===== src/rtl/contadores_salida.sv =====
// Per-queue push counters for the four output FIFOs, with a request/valid read
// port that only answers while the fabric is idle.
module contadores_salida #(
  parameter int CNT_W = 5
) (
  input  logic             clk,
  input  logic             reset_L,
  input  logic             push0,
  input  logic             push1,
  input  logic             push2,
  input  logic             push3,
  input  logic             idle,
  input  logic             req,
  input  logic [1:0]       idx,
  output logic [CNT_W-1:0] data_out,
  output logic             valid_out,
  output logic             busy,
  output logic [3:0]       ovf
);

  typedef enum logic [1:0] {COUNT, PENDING, RESPOND} state_t;

  state_t           state, state_nx;
  logic [CNT_W-1:0] cnt [4];
  logic [1:0]       idx_q;
  logic [3:0]       push;
  logic             capture;
  logic [1:0]       cap_idx;

  assign push = {push3, push2, push1, push0};

  always_comb begin
    state_nx = state;
    capture  = 1'b0;
    cap_idx  = idx_q;
    unique case (state)
      COUNT: begin
        if (req) begin
          if (idle) begin
            capture  = 1'b1;
            cap_idx  = idx;
            state_nx = RESPOND;
          end else begin
            state_nx = PENDING;
          end
        end
      end
      PENDING: begin
        if (idle) begin
          capture  = 1'b1;
          cap_idx  = idx_q;
          state_nx = RESPOND;
        end
      end
      RESPOND: state_nx = COUNT;
      default: state_nx = COUNT;
    endcase
  end

  // valid_out/busy are registered from the next state so they line up with it.
  always_ff @(posedge clk or posedge reset_L) begin
    if (reset_L) begin
      state     <= COUNT;
      idx_q     <= '0;
      data_out  <= '0;
      valid_out <= 1'b0;
      busy      <= 1'b0;
    end else begin
      state <= state_nx;
      if (state == COUNT && req && !idle)
        idx_q <= idx;
      if (capture)
        data_out <= cnt[cap_idx];
      valid_out <= (state_nx == RESPOND);
      busy      <= (state_nx != COUNT);
    end
  end

  // Saturating counters; a push at full scale sets the sticky overflow bit.
  always_ff @(posedge clk or posedge reset_L) begin
    if (reset_L) begin
      for (int unsigned i = 0; i < 4; i++)
        cnt[i[1:0]] <= '0;
      ovf <= '0;
    end else begin
      for (int unsigned i = 0; i < 4; i++) begin
        if (push[i[1:0]]) begin
          if (cnt[i[1:0]] == '1)
            ovf[i[1:0]] <= 1'b1;
          else
            cnt[i[1:0]] <= cnt[i[1:0]] + 1'b1;
        end
      end
    end
  end

endmodule


===== config.mk =====
export PLATFORM = sky130hd
export DESIGN_NAME = contadores_salida
export DESIGN_NICKNAME = d
export VERILOG_FILES = /design/src/rtl/contadores_salida.sv
export SDC_FILE = /design/constraint.sdc
export NUM_CORES = 1
export LEC_CHECK = 0
export BUFFER_PORTS_ARGS = -buffer_cell sky130_fd_sc_hd__buf_2
export CAP_MARGIN = 30
export CORE_AREA = 8 8 74 76
export CTS_BUF_LIST = sky130_fd_sc_hd__clkbuf_8
export DETAILED_ROUTE_END_ITERATION = 10
export DIE_AREA = 0 0 82 84
export SYNTH_ARGS = -nofsm -noshare
export SYNTH_HDL_FRONTEND = slang
export SYNTH_SLANG_ARGS = --single-unit

===== constraint.sdc =====
create_clock -name clk -period 1.8 [get_ports clk]
set_input_delay 0.18 -clock clk [delete_from_list [all_inputs] [get_ports clk]]
set_output_delay 0.18 -clock clk [all_outputs]
set_load 0.01 [all_outputs]

==> summary by stage, run 1 <==
Status
The flow ran to the end, and the final reports show no timing, DRC or antenna violations.

Timing
The largest clock skew in the final design is 0.00473 ns. The number of hold violations in the final report was 0. The final critical path takes up 97.8% of the cycle. The final critical path time including I/O delays and setup is 1.76 ns. The worst setup margin is 0.0398 ns.

The number of pins with negative max-slew slack in the final report was 0. The worst-case headroom to the max-slew limit is 66.3%. After routing, the total negative slack on setup checks comes to 0 ns. The measured slew at the worst slew-check pin is 0.501 ns. The maximum clock frequency is 568 MHz. Setup repair after global routing could not meet its margin everywhere. The setup violation total in the final timing report is 0.

Die
The core region is 4260 µm². The initial utilization of the core area, before any placement, comes to 37.4%. The area of the die is 6890 µm². After floorplanning, the core was divided into 24 placement rows. The die boundary height is 84 µm. The I/O pin count is 21.

The horizontal die dimension is 82 µm.

Critical path
Of all nets on the critical path, the largest fanout is 5. Setup slack on the worst reg-to-reg path comes out at 0.04 ns. STA classifies the critical path startpoint as a register. The critical path class is register to register. The startpoint of the lowest-slack register-to-register path is state[0]$_DFF_PP0_.

STA classifies the critical path endpoint as a register. The terminus of the critical flop-to-flop path is data_out[0]$_DFFE_PP0P_. At the worst endpoint, the arrival time is 1.91 ns. The data required time at the worst endpoint is 1.95 ns. Measured in cells, the most critical reg-to-reg path has a length of 5.

Yosys
The count of flip-flops with a built-in enable after synthesis is 0. The count of state elements after synthesis is 35. The share of synthesized area occupied by flip-flops and latches is 55.0%.

In the synthesized netlist the async set-or-reset flop fraction comes to 100%. The number of different library cells used by synthesis comes to 22. The net count after synthesis is 143.

The number of standard cells after synthesis is 125. The synthesized area per cell is 12.7 µm². The count of yosys warnings during synthesis is 0. The cell area after synthesis is 1590 µm². The dominant synthesized flop cell is dfrtp_1.

Layout
The post-synthesis to final-layout area growth is 24.4%. The post-route netlist has 34.7% of its cells at a drive strength greater than 1. The most common cell after layout, fill and taps aside is dfrtp_1. The number of nets at the end of the flow is 184. The repair_antennas step left the layout with diodes totalling 0. In the layout the commonest cells are dfrtp_1 (35), buf_2 (20), buf_4 (13). The finished layout holds 219 standard cells, fillers aside.

Detailed routing
After detailed routing, the total wire length is 3.18 mm. The DRC marker count from the first detailed-route iteration is 42. The via count is 1073.

The length of the first detailed-routing pass in iterations is 4. The count of nets left with antenna violations once routing finished came out at 0. Dividing the detail-routed wire length by the instance count gives 14.5 µm. After detailed routing, the number of remaining DRC violations is 0. Using the TritonRoute via totals, the vias-per-cell ratio works out to 4.90.

Clocking
The clock root buffer is clkbuf_8. The TritonCTS clock tree is yes. CTS built an H-tree with a depth of 2.

After clock tree synthesis, the clock-pin slew on the worst setup and hold paths is 0.07 ns. The later pin in the worst-skew pair is clocked with a latency of 0.28 ns. The maximum buffer depth of the clock tree is 2. The clock buffer count from CTS is 5.

The clock net in this run drives a total of 35 sinks.

GRT
The via count of the first global-routing pass came to 1115. Global routing used 9.75% of the available tracks. The first global-routing pass estimated 5.15 mm of wire. After global routing the overflow that remains totals 0. The largest net degree at the start of global routing is 36. The initial antenna violation count was 0.

Worst hold path
The endpoint with the worst hold slack is state[0]$_DFF_PP0_. The worst hold path begins at idle. The worst hold path passes through 2 cells.

The worst min-delay path category is input pin to register.

Placement
Routability-driven placement finished with a final weighted congestion of 0.698. The count of input and output buffers is 20. After legalization and detailed placement, the total HPWL measured 2.29 mm. The setup slack at placement is -0.0266 ns. The placed instance count is 208.

Power and ir drop
Across the VDD grid, the largest voltage drop is 0.000720 V. The analysis attributes to cell leakage a power of 0.00101 µW. The cell area power density is 1550 nW/µm².

The post-route total power is 3080 µW.

Run
The max-cap check violation count is 0.
power breakdown:
part | internal (µW) | switching, µW | leakage [µW]
clock network | 260 | 263 | 0.0000505
logic | 637 | 507 | 0.000535
registers | 1130 | 274 | 0.000425
worst max-delay path: stages, from the launching register on:
cell and delay (ns):
dfrtp_1 0.39, nor4bb_2 0.35, mux2i_1 0.34, buf_4 0.22
mux2i_1 0.20, o221ai_1 0.13
per-layer routing:
| layer | vias up | wire, µm | global-route usage, % |
|---|---|---|---|
| li1 | 522 | - | - |
| met4 | 0 | 12 | 3.35 |
| met1 | 528 | 1490 | 12.1 |
| met5 | - | 0 | 0 |
| met3 | 2 | 169 | 4.53 |
| met2 | 21 | 1510 | 14.4 |
repair_timing:
item	in CTS	in global routing
cloned	0	1
pin swaps	0	2
resized for setup	2	10
endpoints found under the hold margin	31	0
hold buffers	1	0
endpoints found under the setup margin	4	9
setup buffers	0	1
flip-flops by register name, summed over array words and instances (netlist names):
signal,flops
busy,1
valid_out,1
ovf,4
idx_q,2
state,2
data_out,5
cnt,20
synth_stat cells, types with 2 or more instances:
master / count / area [µm²]
mux2_2: 10 / 113
o221ai_1: 5 / 43.8
inv_1: 5 / 18.8
a21o_1: 4 / 30.0
xor2_1: 4 / 35.0
nor2_1: 2 / 7.51
and3_1: 4 / 25.0
mux2i_1: 11 / 110
xnor2_1: 8 / 70.1
nand4_1: 4 / 25.0
nor2b_1: 4 / 25.0
dfrtp_1: 35 / 876
ha_1: 8 / 100
nand2_1: 12 / 45.0
nor3_1: 2 / 10.0
metrics by stage:
step	area [µm²]	hold slack [ns]	util (%)
3_5_place_dp	1840	0.308	43.1
4_1_cts	1930	0.0772	45.3
2_1_floorplan	1590	0.251	-
5_1_grt	1980	0.0887	46.4
6_report	1980	0.0869	46.4
3_3_place_gp	1840	0.299	43.1
cell families (layout without fill, tap and decap cells):
group / count (synthesis) / after routing / synth area share [%]
multiplexers: 21 / 21 / 14.0
flip-flops: 35 / 35 / 55.0
buffers and inverters: 6 / 48 / 1.89
adder cells (fa/ha/maj): 8 / 8 / 6.28
XOR/XNOR: 12 / 12 / 6.60
AO/OA/AOI/OAI: 12 / 12 / 5.66
AND/OR/NAND/NOR: 31 / 31 / 10.6
cell type report:
cell class                      count  area [µm²]
Fill cell                         417        2280
Multi-Input combinational cell     84         721
Clock inverter                      3        12.5
Sequential cell                    35         876
Inverter                            5        18.8
Timing Repair Buffer               35         219
Tap cell                           52        65.1
Clock buffer                        5        68.8
worst max path at each step:
stage,startpoint,to,depth (start not counted)
after CTS,state[1]$_DFF_PP0_,data_out[4]$_DFFE_PP0P_,5
after detailed placement,cnt[11]$_DFFE_PP0P_,cnt[11]$_DFFE_PP0P_,5
final,state[0]$_DFF_PP0_,data_out[0]$_DFFE_PP0P_,5
after global routing,state[0]$_DFF_PP0_,data_out[4]$_DFFE_PP0P_,5
after floorplan,cnt[15]$_DFFE_PP0P_,cnt[16]$_DFFE_PP0P_,5
after global placement,state[1]$_DFF_PP0_,data_out[4]$_DFFE_PP0P_,5
No activity file was read; power rests on OpenSTA's default activity.
==> inputs of run 2 (changes only) <==
--- a/config.mk
+++ b/config.mk
@@ -7,10 +7,11 @@
 export LEC_CHECK = 0
 export BUFFER_PORTS_ARGS = -buffer_cell sky130_fd_sc_hd__buf_2
 export CAP_MARGIN = 30
-export CORE_AREA = 8 8 74 76
+export CORE_AREA = 8 8 66 68
 export CTS_BUF_LIST = sky130_fd_sc_hd__clkbuf_8
 export DETAILED_ROUTE_END_ITERATION = 10
-export DIE_AREA = 0 0 82 84
+export DIE_AREA = 0 0 74 76
+export PLACE_DENSITY = 0.71
 export SYNTH_ARGS = -nofsm -noshare
 export SYNTH_HDL_FRONTEND = slang
 export SYNTH_SLANG_ARGS = --single-unit
==> run 2 against run 1 <==
- global-route usage up 2.6 points
- flip-flop and latch count unchanged
- critical endpoint is now cnt[11]$_DFFE_PP0P_
- sequential share of layout area up 0.77 points
- register-to-register slack better by 0.06 ns
==> summary by stage, run 2 (synthesis results as in run 1) <==
Power and ir drop
The highest ir drop seen on vdd came to 0.000513 V (-29%). The cell-internal power is 2000 µW (-1.4%). The cell area power density was 1560 nW/µm² (+0.74%). The switching power summed over all nets is 1040 µW (-0.14%). The fraction of power spent switching nets is 34.2% (+0.29 points).

The post-route total power is 3050 µW (-0.98%). The share of total power in the clock network is 17.5% (+0.5 points). The leakage power total is 0.000992 µW (-1.8%). The combinational share of power is 35.8% (-1.4 points). The power share of the sequential group is 46.8% (+1.0 points).

Placement
The half-perimeter wire length of the detailed placement result is 2.25 mm (-1.6%). The final RePlAce weighted congestion is 0.817 (+17%). The count of input and output buffers came to 20 (unchanged). The instance area after placement came to 1820 µm² (-0.68%).

The placed instance count came to 203 (-2.4%).

Layout
The fraction of final layout cells with drive strength greater than 1 is 32.1% (-2.6 points). The number of fill cells came to 290 (-30%). The post-route cell area is 1950 µm² (-1.7%). The multi-input logic area is 707 µm² (-1.9%). The final non-filler cell total is 213 (-2.7%). Compared with the post-synthesis result, the final layout area differs by 22.2%.

The number of diodes added for antenna fixing came to 0 (unchanged). The area taken by flip-flops and latches is 876 µm² (unchanged). The number of nets at the end of the flow is 182 (-1.1%).

The library cell used most frequently in the layout, excluding fill and tap cells, is dfrtp_1. In the layout the commonest cells are dfrtp_1 (35), buf_2 (20), nand2_1 (12). The number of flip-flops under the largest register name was 20 (unchanged).

Clocking
The clock slew at the register clock pins of the worst setup and hold paths is 0.07 ns (about the same). The H-tree depth reported by CTS is 2 (unchanged). The TritonCTS clock tree is yes.

The maximum buffer depth of the clock tree is 2 (unchanged). The insertion delay to the later sink of the worst-skew pair is 0.29 ns (about the same). The clock buffer count from CTS is 5 (unchanged). The clock sink count came to 35 (unchanged).

The clock root buffer is clkbuf_8.

Worst hold path
The tightest min-delay check is of the input pin to register type.

Critical path
The worst setup path is of the register to register kind. The most frequent cell on the critical path is ha_1. The biggest cell delay along the critical path is 0.41 ns (+0.02 ns). The signal on the critical path passes through ha_1, and3_1, ha_1, nor2b_2, mux2_2. The highest-delay cell along the critical path is dfrtp_1.

The category of the worst setup path launch point is a register. The count of buffering cells on the critical path with inverters included is 0 (-1). The highest fanout seen on the critical path came to 5 (unchanged). The cell class contributing the biggest share of worst-path delay is simple AND/OR/NAND/NOR gates. The type of element capturing the critical path is a register.

The worst endpoint data arrival time was 1.88 ns (-0.03 ns). The data required time at the worst endpoint was 1.98 ns (+0.03 ns).

Run
The max-cap check violation count came to 0 (unchanged).

GRT
The total congestion overflow is 0 (unchanged). The overall track demand over capacity in global routing is 12.3% (+2.6 points). The initial antenna violation count was 0 (unchanged).

The largest net degree at the start of global routing was 36 (unchanged). The via count of the first global-routing pass is 1216 (+9.1%). The first-pass GRT wire length is 5.24 mm (+1.7%).

Status
The flow ran to the end, and the final reports show no timing, DRC or antenna violations.

Detailed routing
The length of the first detailed-routing pass in iterations came to 3 (-1). The routed wire length is 3.07 mm (-3.4%). The post-detailed-route wirelength per cell is 14.4 µm (-0.68%). The detailed-route vias per instance is 5.11 (+4.4%). The antenna violation net count after detailed routing is 0 (unchanged). The DRC marker count from the first detailed-route iteration is 43 (+2.4%). The via count is 1089 (+1.5%).

The residual DRC count is 0 (unchanged).

Timing
The final critical path time including I/O delays and setup came to 1.70 ns (-0.0576 ns). The setup TNS is 0 ns (unchanged). The measured slew at the worst slew-check pin came to 0.479 ns (-0.0225 ns). The largest clock skew in the final design is 0.00399 ns (-0.000745 ns). The number of hold violations in the final report is 0 (unchanged). The maximum clock frequency came to 587 MHz (+3.4%). The number of pins with negative max-slew slack in the final report came to 0 (unchanged). The setup violation total in the final timing report came to 0 (unchanged). The worst-case headroom to the max-slew limit was 67.9% (+1.5 points). Setup repair after global routing could not meet its margin everywhere.

The fraction of the cycle the final worst path needs was 94.6% (-3.2 points). The worst hold slack after final layout is 0.0876 ns (+0.000734 ns).

Die
The area of the core region is 3440 µm² (-19%). The number of standard-cell rows in the floorplan is 22 (-8.3%). The die boundary height is 76 µm (-9.5%). The horizontal die dimension came to 74 µm (-9.8%). The effective utilization at floorplan is 46.3% (+8.9 points). The I/O pin count is 21 (unchanged). The area of the die is 5620 µm² (-18%).
run 2: cell types whose count changed in the layout (fill, tap and decap cells not counted), sizes merged:
cell / delta
buf: -2
run 2: final timing paths:
kind | from | depth (start not counted) | to | slack, ns
min reg2reg | ovf[3]$_DFFE_PP0P_ | 1 | ovf[3]$_DFFE_PP0P_ | 0.45
min in group asynchronous | reset_L | 4 | cnt[10]$_DFFE_PP0P_ | 0.52
max | cnt[11]$_DFFE_PP0P_ | 5 | cnt[11]$_DFFE_PP0P_ | 0.1
max in group asynchronous | reset_L | 4 | cnt[4]$_DFFE_PP0P_ | 0.97
min | idle | 2 | state[0]$_DFF_PP0_ | 0.09
max reg2reg | cnt[11]$_DFFE_PP0P_ | 5 | cnt[11]$_DFFE_PP0P_ | 0.1
run 2: repair_timing:
| item | CTS | global route |
|---|---|---|
| hold buffers | 1 | 0 |
| hold endpoints to repair | 32 | 0 |
| buffers inserted | 0 | 1 |
| resized for setup | 2 | 4 |
| setup endpoints to repair | 3 | 12 |
run 2: layer usage:
| layer | track usage [%] | up-vias | wire length [µm] |
|---|---|---|---|
| met5 | 0 | - | 0 |
| met1 | 12.6 | 546 | 1240 |
| met3 | 5.13 | 6 | 192 |
| met4 | 7.20 | 0 | 78 |
| li1 | - | 518 | - |
| met2 | 20.2 | 19 | 1560 |
run 2: cell type report:
| class | count | share of cell area (%) |
|---|---|---|
| sequential | 35 | 45.0 |
| multi-input combinational | 84 | 36.3 |
| timing repair buffer | 33 | 10.5 |
| clock buffer | 5 | 3.53 |
| tap | 48 | 3.08 |
| inverter | 5 | 0.964 |
| clock inverter | 3 | 0.643 |
run 2: stage by stage:
stage,setup slack [ns],utilization [%]
2_1_floorplan,0.0850,-
3_3_place_gp,0.0807,53.0
3_5_place_dp,0.0108,53.0
4_1_cts,0.0179,56.0
5_1_grt,-0.0128,56.6
6_report,0.0974,56.6
run 2: power by group through the flow:
stage                     Clock [µW]  Combinational [µW]  Sequential [µW]
final                            532                1090             1420
after global routing             585                1240             1460
after CTS                        547                1070             1430
after detailed placement           0                1050             1430
after global placement             0                1000             1400
after floorplan                    0                 645             1430
